`src/rtl/nbus_wait_sram.sv`:
```
// Native-bus SRAM slave: captures one access, waits WAIT_CYCLES, then pulses ready for one cycle.
// The array is preloaded with INIT_VALUE and is never touched by reset.
module nbus_wait_sram #(
  parameter int                DATA_W      = 8,
  parameter int                ADDR_W      = 8,
  parameter int                DEPTH       = 200,
  parameter int                WAIT_CYCLES = 2,
  parameter logic [DATA_W-1:0] INIT_VALUE  = '0
) (
  input  logic              clk,
  input  logic              reset,
  input  logic              cs,
  input  logic              we,
  input  logic              re,
  input  logic [ADDR_W-1:0] addr,
  input  logic [DATA_W-1:0] data_in,
  output logic [DATA_W-1:0] data_out,
  output logic              ready,
  output logic              err
);

  // Handshake: the master raises cs with we and/or re and holds it until it sees ready;
  // ready is high for exactly one cycle per captured access, and err is only meaningful with it.
  typedef enum logic [1:0] {IDLE, WAIT, ACK, HOLD} state_t;

  localparam logic [3:0]      WAIT_INIT = 4'(WAIT_CYCLES - 1);
  localparam logic [ADDR_W:0] DEPTH_W   = (ADDR_W + 1)'(DEPTH);

  state_t            state, next_state;
  logic [3:0]        cnt;
  logic [ADDR_W-1:0] addr_l;
  logic [DATA_W-1:0] data_l;
  logic              we_l, re_l;

  logic [DATA_W-1:0] mem [0:DEPTH-1] = '{default: INIT_VALUE};

  logic              cap;
  logic              do_access;
  logic [ADDR_W-1:0] a_addr;
  logic [DATA_W-1:0] a_data;
  logic              a_we, a_re;
  logic              in_range, conflict;

  assign cap = cs && (we || re);

  // With zero wait states the access completes on the capture edge, so use the live inputs then.
  assign a_addr   = (state == IDLE) ? addr    : addr_l;
  assign a_data   = (state == IDLE) ? data_in : data_l;
  assign a_we     = (state == IDLE) ? we      : we_l;
  assign a_re     = (state == IDLE) ? re      : re_l;
  assign in_range = {1'b0, a_addr} < DEPTH_W;
  assign conflict = a_we && a_re;

  assign do_access = (next_state == ACK) && !reset;
  assign ready     = (state == ACK);

  always_comb begin
    next_state = state;
    case (state)
      IDLE: if (cap) next_state = (WAIT_CYCLES == 0) ? ACK : WAIT;
      WAIT: begin
        if (!cs)            next_state = IDLE;
        else if (cnt == '0) next_state = ACK;
      end
      ACK:  next_state = HOLD;
      HOLD: if (!cs) next_state = IDLE;
      default: next_state = IDLE;
    endcase
  end

  always_ff @(posedge clk or posedge reset) begin
    if (reset) begin
      state    <= IDLE;
      cnt      <= '0;
      addr_l   <= '0;
      data_l   <= '0;
      we_l     <= 1'b0;
      re_l     <= 1'b0;
      data_out <= '0;
      err      <= 1'b0;
    end else begin
      state <= next_state;
      if (state == IDLE && cap) begin
        addr_l <= addr;
        data_l <= data_in;
        we_l   <= we;
        re_l   <= re;
        cnt    <= WAIT_INIT;
      end else if (state == WAIT && cs) begin
        cnt <= cnt - 4'd1;
      end
      err <= do_access ? (conflict || !in_range) : 1'b0;
      // A conflicting we&re leaves data_out alone; an out-of-range read returns zero.
      if (do_access && a_re && !conflict)
        data_out <= in_range ? mem[a_addr] : '0;
    end
  end

  always_ff @(posedge clk) begin
    if (do_access && a_we && !conflict && in_range)
      mem[a_addr] <= a_data;
  end

endmodule

```
`config.mk`:
```
export PLATFORM = sky130hd
export DESIGN_NAME = nbus_wait_sram
export DESIGN_NICKNAME = d
export VERILOG_FILES = /design/src/rtl/nbus_wait_sram.sv
export SDC_FILE = /design/constraint.sdc
export NUM_CORES = 2
export LEC_CHECK = 0
export ABC_AREA = 0
export BUFFER_PORTS_ARGS = -buffer_cell sky130_fd_sc_hd__buf_2
export CELL_PAD_IN_SITES_DETAIL_PLACEMENT = 0
export CELL_PAD_IN_SITES_GLOBAL_PLACEMENT = 1
export CORE_ASPECT_RATIO = 0.6
export CORE_MARGIN = 4
export CORE_UTILIZATION = 49
export DETAILED_ROUTE_END_ITERATION = 7
export PLACE_DENSITY_LB_ADDON = 0.08
export SYNTH_ARGS = -nofsm -noshare
export SYNTH_HDL_FRONTEND = slang
export SYNTH_SLANG_ARGS = --single-unit
export TNS_END_PERCENT = 50
```
`constraint.sdc`:
```
create_clock -name clk -period 4.65 [get_ports clk]
set_input_delay 0.2325 -clock clk [delete_from_list [all_inputs] [get_ports clk]]
set_output_delay 0.2325 -clock clk [all_outputs]
set_load 0.03 [all_outputs]
```
* Word level (Yosys, flattened, before mapping)
Memories as Yosys holds them, arrays and structs flattened.
Index checks and enable logic that the tools add are counted.
** Cells by class
- Mux-type cells :: 15
- Order comparisons :: 1
- Reductions and logical operators :: 18
- Add/subtract/negate cells :: 1
- Equality and inequality tests :: 4
** Operator list (number)
- 2-to-1 mux 8 bit :: 3
- logical AND 1 bit :: 10
- < comparator 8 bit (second input constant) :: 1
- 2-to-1 mux 2 bit :: 4
- 2-to-1 mux 4 bit :: 2
- case mux 2 bit (4 select lines) :: 1
- == test 2 bit (second input constant) :: 3
- 2-to-1 mux 1 bit :: 5
- logical NOT 4 bit :: 1
- subtractor 4 x 1 -> 4 bit (second input constant) :: 1
- logical NOT 1 bit :: 3
- == test 2 x 1 -> 1 bit (second input constant) :: 1
- logical NOT 2 bit :: 1
- logical OR 1 bit :: 2
- nonzero test 2 bit :: 1
** Storage, ports and cells
- Memory bits (writable) :: 1600
- Bits of input ports :: 21
- Register bits after elaboration :: 33
- Logic and storage cells :: 48
- Memories :: 1
** Memories
- mem :: depth 200, width 8, read ports 1, clocked after memory_dff 0, wr ports 1, line 35 : logic [DATA_W-1:0] mem [0:DEPTH-1] = '{default: INIT_VALUE};

* Logic depth before layout (Yosys ltp)
- Word-level depth :: 11
- Mapped depth :: 13

* Worst setup path before layout
Ideal clock, no wire load.
- Path type :: reg-to-reg
- From :: register state[0]
- To :: memory mem[0][0], data pin
- Path buffers :: 3
- Arrival :: 3919 ps
- Library setup time :: 686 ps
- Setup slack :: 44 ps
- Stages on the path, launching flop included :: 7
- Clock period less this slack :: 4606 ps
- Cell sequence :: dfrtp_1 nor2_1 buf_2 buf_2 buf_1 nand2_1 nand2_1
** Between the ends
- Word-level cells in the longest chain between the ends :: 2
** RTL lines
- start, declared :: line 29 : state_t state, next_state;
- start signal, assigned :: line 82 : state <= next_state;
- logical NOT 2 bit :: line 48 : assign a_data = (state == IDLE) ? data_in : data_l;
- 2-to-1 mux 8 bit :: line 48
- via a_data[0] :: line 40 : logic [DATA_W-1:0] a_data;
- end, declared :: line 35
The timed path passes the listed nets, and every way through them passes these cells.

* Final worst setup path
- From :: register state[0]
- To :: register data_out[4]
** Between the ends
- Word-level cells in the longest chain between the ends :: 7
** RTL lines
- branches (longest 7 deep; another with memory (200 x 8 bit))
- end signal, assigned :: line 95 : data_out <= in_range ? mem[a_addr] : '0;
- end, declared :: line 17 : output logic [DATA_W-1:0] data_out,
Several ways; the timed one is not identified.
A chain may end at the register's enable or synchronous reset.

==> metrics.cfg <==
[run_status]
status=finished, violations left
violations=capacitance limit

[logic_synthesis]
netlist_top_cells_count=edfxtp_1 (1600), o22ai_1 (626), nor2_1 (269)
synth_top_area_share=0.792
synth_edf_count=1600
syn_nets=3730
synth-async-reset-ratio=0.0202
synth_ff_type=edfxtp_1
synth_top_area_cell=edfxtp_1
synth-seq-area-share=0.806
synth_area_leaders=edfxtp_1 (79%), o22ai_1 (6.5%), nor3_1 (1.9%)
synth.most_common_cell=edfxtp_1
ys_seq_elements=1633
synth_area_per_cell_um2=16.4
synthCells=3708
synthDistinctLibCells=66
synthesis.area_mm2=0.0607
synth_warnings=0

[power]
fin_total_pwr_uw=52200
leakagePower_uw=0.0226
power.density_mw_per_mm2=735
ir_worst_vdd_v=0.000871

[placement]
hpwl_mm=129
pre_cts_ws_ns=0.258
io_buffers=30
gp_congestion=0.966

[sta]
finalHoldViolCount=0
rsz0062_at_grt=no
skew_ns=0.0250
finalSetupViolations=0
fin_crit_ns=4.61
relSlewSlack=0.0158
slew_violations=0
worst_pin_slew_ns=1.47
layout_setup_ws_ns=0.0383
fin_crit_sh=0.992
setup_tns_ns=0
fmax_mhz=217

[clocking]
cts_root_buffer=clkbuf_16
clock-sinks=1633
cts-htree-levels=4
clk_latency_ns=0.77
clockBufferDepth=3
numCtsBuffers=148
tritoncts=built
clk_pin_slew_worst_paths_ns=0.07

[route]
met2_length_mm=85.3
wl_per_cell_um=34.3
routed_wl_mm=201
via_per_inst=6.64
top_layer=met5
drtAntennaViolNets=0
wl_met3_mm=26.4
drt_iter0_markers=5992
met1_length_mm=83.6
drtPass1Iterations=6
vias=38900
drc=0

[global_route]
grt_max_degree=201
antenna_found_initial=12
grt_pass1_wl_mm=283
grt_overflow_total=0
grt_pass1_vias=37100
groute.usage.overall=0.309

[worst_setup_path]
crit_required_ns=5.31
crit_chain=o21ai_0 -> and2_2 -> nand2_1 -> buf_4 -> nor3_1 -> or3_1 -> o41ai_1 -> a32o_1
slowest_delay_ns=1.15
r2r_setup_slack_ns=0.04
startpoint_type=register
crit_path_top_delay_cell=nor3_1
path_class=register to register
crit_fanout=18
end_kind=register
critPathArrivalTime_ns=5.27

[worst_hold_path]
hold_class=input port to register

[die]
placementRows=99
num_io_pins=31
core_mm2=0.122
initial_utilization=0.496
fp.dieW_um=462
die-area_mm2=0.130
die_y_um=281

[cells_and_area]
drive_gt1_frac=0.181
num-fill-cells=9229
area_delta_synth_final_pct=17.1
fin_nets=4130

[job]
cap_violations=1

[placed cells by master (no fill, tap or decap), types with 52 or more instances in the layout]
master / instances
a22oi_1: 52
buf_4: 415
clkbuf_16: 157
edfxtp_1: 1600
nand2_1: 83
nor2_1: 266
nor3_1: 227
o21ai_0: 122
o221ai_1: 78
o22ai_1: 626
[what timing repair did]
item / CTS / global route
gates resized for setup: 0 / 1
setup buffers: 0 / 0
setup endpoints to repair: 0 / 1
endpoints found under the hold margin: 65 / 0
hold buffers: 24 / 0
[layer usage]
metal,track usage,vias to the layer above
li1,-,16100
met1,0.464,19900
met2,0.435,2593
met3,0.100,302
met4,0.0882,4
met5,0,-
[through the flow]
step	std cells	cell area (um2)	hold slack, ns	utilization
global placement	5550	65900	0.201	0.539
floorplan	3708	60700	0.361	-
detailed placement	5550	65900	0.221	0.539
global route	5845	71000	0.251	0.581
CTS	5845	71000	0.202	0.581
finish	5852	71000	0.249	0.581
[path summary, 6_finish.rpt]
path / to / depth (start not counted) / startpoint
worst max-delay path: data_out[4] / 8 / state[0]
worst min-delay path: data_l[7] / 3 / data_in[7]
worst max register to register: data_out[4] / 8 / state[0]
worst min register to register: data_l[0] / 1 / data_l[0]
max in group asynchronous: data_out[2] / 5 / reset
min in group asynchronous: addr_l[3] / 4 / reset
[worst max-delay path: cells and delay by family, from the launching register on]
kind            cells  cell delay (ns)
buf+inv             1             0.39
simple gates        4             2.77
flops               1             0.56
compound gates      3             0.75
[cell type report]
cell class	instances	area, um2	share of cell area
sequential	1633	48900	0.688
inverter	6	22.5	0.000317
clock buffer	182	4020	0.0566
clock inverter	89	881	0.0124
tap	1616	2020	0.0285
multi-input combinational	1801	10700	0.151
antenna	7	17.5	0.000247
timing repair buffer	518	4490	0.0632
[power by group]
group          internal (uW)  switching, uW  leakage [uW]
Combinational           5220          15000       0.00537
Sequential             19300            173        0.0149
Clock                   7100           5370       0.00238
[registers in the layout (all words and copies together), names as in the netlist]
| name | cells |
|---|---|
| mem | 1600 |
| addr_l | 8 |
| data_l | 8 |
| data_out | 8 |
| cnt | 4 |
| state | 2 |
| err | 1 |
| re_l | 1 |
| we_l | 1 |
[kinds of logic after synthesis]
logic type,after synthesis,share of synthesized area
flip-flops,1633,0.806
AO/OA/AOI/OAI,1040,0.113
AND/OR/NAND/NOR,738,0.0561
buffers and inverters,274,0.0211
multiplexers,19,0.00349
XOR/XNOR,3,0.000433
adder cells (fa/ha/maj),1,0.000206
Power figures use the tool's default switching activity.
